File: src/rtl/flow_pifo_ctrl.sv
// flow_pifo_ctrl
// Controller in front of a single flow-level PIFO. Round-robin arbitration
// shares the PIFO enqueue port among NUM_REQ requesters. Dequeues feed a
// registered valid/ready egress stage. Occupancy is tracked locally, and a
// flush sequence (RUN -> FLUSH -> DONE -> RUN) drains the PIFO back to empty.
//
// Optional build macro: FLOW_PIFO_CTRL_STATS_EN adds the statistics outputs
//   o__stat_enq_total, o__stat_deq_total and o__stat_peak_occ.
//
// Ports
//   clk, reset (async, active-high)
//   i__req_valid/priority/pointer : per-requester enqueue (slice k = requester k)
//   o__req_ready                  : one-hot grant
//   o__pifo_enqueue/priority/pointer, o__pifo_dequeue : PIFO control
//   i__pifo_full/empty/priority/pointer               : PIFO status and head
//   o__out_valid/priority/pointer, i__out_ready       : egress stage
//   i__flush, o__flush_done       : flush request and completion pulse
//   o__occupancy                  : entries currently held in the PIFO
module flow_pifo_ctrl #(
  parameter int NUM_REQ    = 4,
  parameter int CAPACITY   = 16,
  parameter int PRIO_WIDTH = 8,
  parameter int PTR_WIDTH  = 10
) (
  input  logic                            clk,
  input  logic                            reset,
  input  logic [NUM_REQ-1:0]              i__req_valid,
  input  logic [NUM_REQ*PRIO_WIDTH-1:0]   i__req_priority,
  input  logic [NUM_REQ*PTR_WIDTH-1:0]    i__req_pointer,
  output logic [NUM_REQ-1:0]              o__req_ready,
  output logic                            o__pifo_enqueue,
  output logic [PRIO_WIDTH-1:0]           o__pifo_priority,
  output logic [PTR_WIDTH-1:0]            o__pifo_pointer,
  output logic                            o__pifo_dequeue,
  input  logic                            i__pifo_full,
  input  logic                            i__pifo_empty,
  input  logic [PRIO_WIDTH-1:0]           i__pifo_priority,
  input  logic [PTR_WIDTH-1:0]            i__pifo_pointer,
  output logic                            o__out_valid,
  output logic [PRIO_WIDTH-1:0]           o__out_priority,
  output logic [PTR_WIDTH-1:0]            o__out_pointer,
  input  logic                            i__out_ready,
  input  logic                            i__flush,
  output logic                            o__flush_done,
`ifdef FLOW_PIFO_CTRL_STATS_EN
  output logic [31:0]                     o__stat_enq_total,
  output logic [31:0]                     o__stat_deq_total,
  output logic [$clog2(CAPACITY+1)-1:0]   o__stat_peak_occ,
`endif
  output logic [$clog2(CAPACITY+1)-1:0]   o__occupancy
);

  localparam int OCC_W = $clog2(CAPACITY + 1);
  localparam int IDX_W = $clog2(NUM_REQ);

  typedef enum logic [1:0] {
    ST_RUN   = 2'd0,
    ST_FLUSH = 2'd1,
    ST_DONE  = 2'd2
  } state_t;

  state_t                r_state;
  state_t                w_state_next;
  logic [IDX_W-1:0]      r_rr_ptr;
  logic [OCC_W-1:0]      r_occ;
  logic [OCC_W-1:0]      w_occ_next;
  logic                  r_out_valid;
  logic [PRIO_WIDTH-1:0] r_out_prio;
  logic [PTR_WIDTH-1:0]  r_out_ptr;

  logic [NUM_REQ-1:0]    w_grant;
  logic                  w_found;
  logic [IDX_W-1:0]      w_winner;
  int unsigned           w_idx;
  logic                  w_pop_run;
  logic                  w_deq;
  logic                  w_done;

  // Round-robin scan starting at r_rr_ptr; the first valid requester wins.
  always_comb begin
    w_grant  = '0;
    w_found  = 1'b0;
    w_winner = '0;
    w_idx    = 0;
    if (r_state == ST_RUN && !i__pifo_full) begin
      for (int unsigned i = 0; i < NUM_REQ; i++) begin
        w_idx = (32'(r_rr_ptr) + i) % NUM_REQ;
        if (!w_found && i__req_valid[w_idx]) begin
          w_found         = 1'b1;
          w_winner        = w_idx[IDX_W-1:0];
          w_grant[w_idx]  = 1'b1;
        end
      end
    end
  end

  assign o__req_ready     = w_grant;
  assign o__pifo_enqueue  = w_found;
  assign o__pifo_priority = i__req_priority[w_winner*PRIO_WIDTH +: PRIO_WIDTH];
  assign o__pifo_pointer  = i__req_pointer[w_winner*PTR_WIDTH +: PTR_WIDTH];

  // Pop whenever the egress register is free or being drained this cycle.
  assign w_pop_run = (r_state == ST_RUN) && !i__pifo_empty &&
                     (!r_out_valid || i__out_ready);

  always_comb begin
    w_state_next = r_state;
    w_deq        = 1'b0;
    w_done       = 1'b0;
    unique case (r_state)
      ST_RUN: begin
        w_deq = w_pop_run;
        if (i__flush) w_state_next = ST_FLUSH;
      end
      ST_FLUSH: begin
        w_deq = !i__pifo_empty;
        if (i__pifo_empty && r_occ == '0) w_state_next = ST_DONE;
      end
      ST_DONE: begin
        w_done       = 1'b1;
        w_state_next = ST_RUN;
      end
      default: w_state_next = ST_RUN;
    endcase
  end

  assign o__pifo_dequeue = w_deq;
  assign o__flush_done   = w_done;

  always_comb begin
    w_occ_next = r_occ;
    unique case ({w_found, w_deq})
      2'b10:   w_occ_next = r_occ + OCC_W'(1);
      2'b01:   w_occ_next = r_occ - OCC_W'(1);
      default: w_occ_next = r_occ;
    endcase
  end

  always_ff @(posedge clk or posedge reset) begin
    if (reset) begin
      r_state  <= ST_RUN;
      r_rr_ptr <= '0;
      r_occ    <= '0;
    end else begin
      r_state <= w_state_next;
      r_occ   <= w_occ_next;
      if (w_found)
        r_rr_ptr <= (w_winner == IDX_W'(NUM_REQ - 1)) ? '0 : w_winner + 1'b1;
    end
  end

  // A flush request takes precedence: the pending entry and any head popped
  // in the same cycle are both discarded.
  always_ff @(posedge clk or posedge reset) begin
    if (reset) begin
      r_out_valid <= 1'b0;
      r_out_prio  <= '0;
      r_out_ptr   <= '0;
    end else if (r_state == ST_RUN && i__flush) begin
      r_out_valid <= 1'b0;
    end else if (w_pop_run) begin
      r_out_valid <= 1'b1;
      r_out_prio  <= i__pifo_priority;
      r_out_ptr   <= i__pifo_pointer;
    end else if (r_out_valid && i__out_ready) begin
      r_out_valid <= 1'b0;
    end
  end

  assign o__out_valid    = r_out_valid;
  assign o__out_priority = r_out_prio;
  assign o__out_pointer  = r_out_ptr;
  assign o__occupancy    = r_occ;

`ifdef FLOW_PIFO_CTRL_STATS_EN
  logic [31:0]      r_enq_total;
  logic [31:0]      r_deq_total;
  logic [OCC_W-1:0] r_peak_occ;

  always_ff @(posedge clk or posedge reset) begin
    if (reset) begin
      r_enq_total <= '0;
      r_deq_total <= '0;
      r_peak_occ  <= '0;
    end else begin
      if (w_found) r_enq_total <= r_enq_total + 32'd1;
      if (r_out_valid && i__out_ready) r_deq_total <= r_deq_total + 32'd1;
      if (w_occ_next > r_peak_occ) r_peak_occ <= w_occ_next;
    end
  end

  assign o__stat_enq_total = r_enq_total;
  assign o__stat_deq_total = r_deq_total;
  assign o__stat_peak_occ  = r_peak_occ;
`endif

endmodule
File: config.mk
export PLATFORM = sky130hd
export DESIGN_NAME = flow_pifo_ctrl
export DESIGN_NICKNAME = d
export VERILOG_FILES = /design/src/rtl/flow_pifo_ctrl.sv
export SDC_FILE = /design/constraint.sdc
export NUM_CORES = 1
export LEC_CHECK = 0
export ABC_AREA = 1
export BUFFER_PORTS_ARGS = -buffer_cell sky130_fd_sc_hd__buf_2
export CORE_ASPECT_RATIO = 0.9
export CORE_MARGIN = 2
export CORE_UTILIZATION = 35
export CTS_CLUSTER_SIZE = 20
export DETAILED_ROUTE_END_ITERATION = 8
export SLEW_MARGIN = 20
export SYNTH_ARGS = -nofsm -noshare
export SYNTH_HDL_FRONTEND = slang
export SYNTH_SLANG_ARGS = --single-unit
File: constraint.sdc
create_clock -name clk -period 4.9 [get_ports clk]
set_input_delay 0.98 -clock clk [delete_from_list [all_inputs] [get_ports clk]]
set_output_delay 0.98 -clock clk [all_outputs]
set_load 0.02 [all_outputs]
# Yosys cells after proc, flatten, opt, wreduce, memory -nomap -nowiden

Cells that the tools add are included.
W data, S select, Z words.

Shift-type cells: 2
Multiplexer cells: 47
Magnitude comparators: 8
Equal/unequal tests: 7
Add/sub/neg operators: 6
Multipliers: 1
Bitwise gates (word level): 4
Reduce and logical (&&, ||, !) cells: 26

Operators by type and width:

| kind                  | number |
|---|---|
| $shiftx A40 B7 Y10    | 1 |
| $mux W4               | 8 |
| $shiftx A32 B6 Y8     | 1 |
| $mux W1               | 20 |
| $mux W2               | 8 |
| $logic_and A1 B1 Y1   | 13 |
| $lt A2 B3 Y1 const B  | 4 |
| $or A4 B4 Y4          | 3 |
| $pmux W5 S2           | 1 |
| $bmux W1 S2           | 4 |
| $demux W1 S2          | 4 |
| $ge A2 B1 Y1 const B  | 4 |
| $eq A2 B2 Y1 const B  | 3 |
| $logic_not A1 Y1      | 6 |
| $add A5 B1 Y5 const B | 1 |
| $logic_not A5 Y1      | 1 |
| $mul A2 B3 Y5 const B | 1 |
| $sub A5 B1 Y5 const B | 1 |
| $add A2 B1 Y2 const B | 2 |
| $add A2 B2 Y2 const B | 2 |
| $eq A2 B1 Y1 const B  | 2 |
| $ne A2 B2 Y1 const B  | 2 |
| $pmux W2 S2           | 1 |
| $reduce_and A2 Y1     | 2 |
| other kinds (6)       | 6 |

Logic and storage cells: 107
Bits of input ports: 100
Register bits after elaboration: 28
Output and inout port bits: 49

# Longest topological paths before layout

Depth in word-level cells: 18
Mapped depth: 17
Gate-level depth less buffers: 15

# Worst setup path after synthesis

Ideal clock, no wire load.

Path kind: in2out
From: input port i__req_valid[2]
To: output port o__pifo_pointer[1]
Arrival time: 2,255 ps
Cell stages on the path: 13
Path buffers: 2
Setup slack: 1,665 ps
Data required time: 3,920 ps
Path through: inv_1 nand2_1 nand3_1 nand2_2 nor2_8 nand3_2 nand2_4 nor2_2 buf_6 buf_4 nand2_1 nand3_2 nand2_1

Word-level cells in the longest chain between the ends: 18
Elaborated cells on any way between the ends: 27
Those cells by class: 1 x mul; 1 x shift; 19 x mux; 6 x reduce/logical

RTL lines:

| item                          | line | text |
|---|---|---|
| start, declared               | 27   | `input logic [NUM_REQ-1:0] i__req_valid,` |
| $bmux W1 S2                   | 88   | `if (!w_found && i__req_valid[w_idx]) begin` |
| $mux W1 (implied by the code) | 88   |  |
| $mux W1                       | 88   |  |
| $mux W1                       | 85   | `if (r_state == ST_RUN && !i__pifo_full) begin` |
| $logic_not A1 Y1              | 88   |  |
| $logic_and A1 B1 Y1           | 88   |  |
| $mux W1                       | 88   |  |
| $mux W1                       | 85   |  |
| (+2 left out)                 | n/a  |  |
| $mux W1                       | 88   |  |
| $mux W1                       | 85   |  |
| $logic_not A1 Y1              | 88   |  |
| $logic_and A1 B1 Y1           | 88   |  |
| $mux W2 (*)                   | 88   |  |
| $mux W2 (*)                   | 85   |  |
| $mul A2 B3 Y5 (*)             | 100  | `assign o__pifo_pointer = i__req_pointer[w_winner*PTR_WIDTH +: PTR_WIDTH];` |
| $shiftx A40 B7 Y10 (*)        | 100  |  |
| end, declared                 | 33   | `output logic [PTR_WIDTH-1:0] o__pifo_pointer,` |

Every way passes the cells marked *; elsewhere a longest branch is shown, timed or not. The select of a mux whose other input is x is not followed.

# Final worst setup path

From: register r_rr_ptr[0]
To: output port o__pifo_pointer[2]

Word-level cells in the longest chain between the ends: 18
Elaborated cells on any way between the ends: 30
Those cells by class: 3 x add/sub; 1 x mul; 1 x shift; 19 x mux; 6 x reduce/logical

RTL lines:

| item                          | line | text |
|---|---|---|
| start, declared               | 64   | `logic [IDX_W-1:0] r_rr_ptr;` |
| start signal, assigned        | 148  | `r_rr_ptr <= (w_winner == IDX_W'(NUM_REQ - 1)) ? '0 : w_winner + 1'b1;` |
| $bmux W1 S2                   | 88   |  |
| $mux W1 (implied by the code) | 88   |  |
| $mux W1                       | 88   |  |
| $mux W1                       | 85   |  |
| $logic_not A1 Y1              | 88   |  |
| $logic_and A1 B1 Y1           | 88   |  |
| $mux W1                       | 88   |  |
| $mux W1                       | 85   |  |
| (+2 left out)                 | n/a  |  |
| $mux W1                       | 88   |  |
| $mux W1                       | 85   |  |
| $logic_not A1 Y1              | 88   |  |
| $logic_and A1 B1 Y1           | 88   |  |
| $mux W2 (*)                   | 88   |  |
| $mux W2 (*)                   | 85   |  |
| $mul A2 B3 Y5 (*)             | 100  |  |
| $shiftx A40 B7 Y10 (*)        | 100  |  |

Marks and branches as above.

==> flow_summary_export.csv <==
group,metric,value,unit
status,status,"finished clean",
worst_hold_path,hp-class,"reg -> reg",
finish,diodes,0,
placed_design,port_buffers,148,
route,remaining_drc_errors,0,
power,irDropWorstVdd,0.000300,V
floorplanning,rows,31,
route,first_iter_violations,99,
cts,cts_tree,"built",
global_route,antenna_found_initial,0,
cts,cts_buffers,3,
yosys,synth-seq-area-share,0.247,
cts,clock_latency,0.27,ns
finish,drive_gt1_frac,0.401,
floorplanning,io_pins,149,
yosys,synth_cells,395,
sta,worst_slew_pin_slew,0.843,ns
route,routed_wl,7500,µm
worst_setup_path,required,3.92,ns
yosys,post_synth.cell_area_avg,7.17,µm²
route,firstDrtPassIters,5,
global_route,track_usage,0.156,
placed_design,routabilityCongestion,0.831,
global_route,grt_pass1_wl,11600,µm
yosys,yosys_warnings,0,
cts,cts-root-buf,"clkbuf_8",
sta,clock.fmax,238,MHz
worst_setup_path,crit_type,"reg -> out",
sta,slew_headroom,0.437,
sta,fin_skew,0.00389,ns
finish,layout.nets,650,
sta,setup_slack,0.704,ns
route,wl_per_cell,11.8,µm
route,drt-met1-wl,3340,µm
power,p_leak,0.00220,µW
flow_run,max-cap-violations,0,
sta,fin_crit,4.20,ns
floorplanning,core_area,7950,µm²
route,via_per_inst,4.66,
worst_setup_path,critPathMaxStageDelay,0.72,ns
cts,cts_setup_buffers,0,
placed_design,pre_cts_slack,1.04,ns
power,p_per_area,553,nW/µm²
placed_design,placedCellCount,631,
yosys,yosysUniqueCellTypes,39,
floorplanning,die_area,8830,µm²
cts,clk_path_buf_depth,2,
yosys,syn-cell-area,2830,µm²
finish,stdcell_count,635,
worst_setup_path,path_cells,"inv_8 -> ha_1 -> nand3_1 -> nand2_2 -> nor2_8 -> nand3_2 -> nand2_4 -> nor2_2 -> buf_4 -> nand2_1 -> nand3_2 -> nand2_1 -> buf_2",
worst_setup_path,cp-start-kind,"flop",
worst_setup_path,worstSetupEndpointType,"output port",
worst_setup_path,cp.arrival,3.22,ns
route,top_layer_used,"met4",
floorplanning,die_x,98.8,µm
cts,cts_hold_buf,0,
worst_setup_path,cpMaxStageDelayCell,"dfrtp_1",
cts,cts_resized,0,
floorplanning,start_util,0.356,
route,route.met3.wl,394,µm
cts,numClockSinks,28,
global_route,grt_pass1_vias,2655,
route,antenna_left,0,
cts,clk_pin_slew,0.09,ns
sta,setup_viol,0,
global_route,grt_remaining_overflow,0,
route,wl_met2,3740,µm
floorplanning,die_y,89.3,µm
worst_setup_path,path_max_fanout,33,
yosys,ys_ff_latch,28,
finish,area_growth,28.8,%
sta,final.period_utilization,0.856,
placed_design,dp.final_hpwl,5950,µm
sta,rsz0062_at_grt,"no",
sta,fin_setup_tns,0,ns
sta,finalMaxSlewViolations,0,
cts,h-tree-depth,1,
route,routed-via-count,2959,
global_route,grt_max_degree,34,
yosys,synth_nets,508,
sta,finalHoldViolCount,0,
synthesized netlist by cell type:
cell type / count / share of area
nor2_4: 1 / 0.0040
o21ai_4: 1 / 0.0057
xor2_1: 1 / 0.0031
nand2_2: 6 / 0.013
a21o_1: 1 / 0.0027
a21boi_0: 1 / 0.0027
nor2_2: 2 / 0.0044
inv_8: 1 / 0.0040
nand2_4: 7 / 0.028
nor2_8: 3 / 0.021
a21oi_1: 7 / 0.012
a31oi_1: 1 / 0.0022
buf_6: 6 / 0.024
nor2_1: 10 / 0.013
ha_1: 12 / 0.053
or2_2: 1 / 0.0022
nor4_1: 1 / 0.0022
inv_2: 4 / 0.0053
inv_1: 80 / 0.11
xnor2_1: 1 / 0.0031
fa_1: 1 / 0.0071
nand3_2: 13 / 0.046
nor3_1: 1 / 0.0018
nand4_1: 1 / 0.0022
o21ai_1: 1 / 0.0018
buf_4: 1 / 0.0027
dfrtp_1: 28 / 0.25
a31o_2: 1 / 0.0031
o21ai_2: 1 / 0.0031
o21ai_0: 5 / 0.0088
buf_2: 5 / 0.0088
a21oi_2: 1 / 0.0031
o21bai_1: 18 / 0.048
mux2_2: 18 / 0.072
a22oi_1: 3 / 0.0080
nand3_1: 42 / 0.074
a211oi_1: 1 / 0.0027
buf_12: 1 / 0.0071
nand2_1: 106 / 0.14
final timing paths:
kind	to	slack, ns	from	depth (start not counted)
setup / recovery	o__pifo_pointer[2]	0.70	r_rr_ptr[0]	13
hold / removal	r_state[1]	0.49	r_state[1]	1
setup reg to reg	o__occupancy[4]	1.42	r_rr_ptr[0]	14
hold reg to reg	r_state[1]	0.49	r_state[1]	1
max in group asynchronous	r_state[0]	3.76	reset	2
min in group asynchronous	o__out_pointer[8]	0.75	reset	2
worst max-delay path: cells and delay by family (launching register included):
| kind | cells | cell delay, ns |
|---|---|---|
| buffers and inverters | 3 | 0.64 |
| AND/OR/NAND/NOR | 9 | 1.13 |
| adder cells (fa/ha/maj) | 1 | 0.42 |
| flip-flops | 1 | 0.72 |
cell usage in the layout (no fill, tap or decap), types with 7 or more instances in the layout:
cell type  netlist  final
dfrtp_1         28     28
nor2_1          10     10
nand2_4          7      7
ha_1            12     12
o21bai_1        18     18
inv_1           80     79
a21oi_1          7      7
nand3_2         13     13
nand2_1        106    106
mux2_2          18     18
nand3_1         42     42
buf_2            5    148
per-layer routing:
layer / up-vias / global-route usage
li1: 1513 / -
met1: 1360 / 0.199
met2: 82 / 0.288
met3: 4 / 0.0266
met4: 0 / 0.0187
met5: - / 0
cells by family after synthesis:
kind of cell / count (synthesis) / share of synthesized area
xor+xnor: 2 / 0.00619
mux: 18 / 0.0716
compound gates: 42 / 0.104
flops: 28 / 0.247
simple gates: 194 / 0.353
fa+ha+maj: 13 / 0.0601
buf+inv: 98 / 0.158
through the flow:
stage	util	cell area (µm²)	hold WS, ns	power [µW]
floorplan	-	2830	0.456	1550
global placement	0.452	3590	0.480	1860
detailed placement	0.452	3590	0.481	1880
CTS	0.459	3650	0.496	2030
global route	0.459	3650	0.531	2210
finish	0.459	3650	0.490	2020
area by class of cell:
| type | instances | area, µm² |
|---|---|---|
| clock buffers | 4 | 55.1 |
| repair buffers | 150 | 756 |
| multi-input cells | 269 | 1680 |
| inverters | 85 | 327 |
| fillers | 870 | 4310 |
| flip-flops and latches | 28 | 701 |
| well taps | 99 | 124 |
power breakdown:
| part | leakage [µW] | internal [µW] | switching, µW | total (µW) |
|---|---|---|---|---|
| sequential | 0.000336 | 341 | 100 | 441 |
| clock | 0.0000288 | 71.9 | 69.7 | 142 |
| combinational | 0.00183 | 506 | 929 | 1430 |
| total | 0.00220 | 919 | 1100 | 2020 |
state kept, by name (all words and copies together), names as in the netlist:
name             cells
o__occupancy         5
o__out_pointer      10
o__out_priority      8
o__out_valid         1
r_rr_ptr             2
r_state              2
No activity file was read; power rests on OpenSTA's default activity.
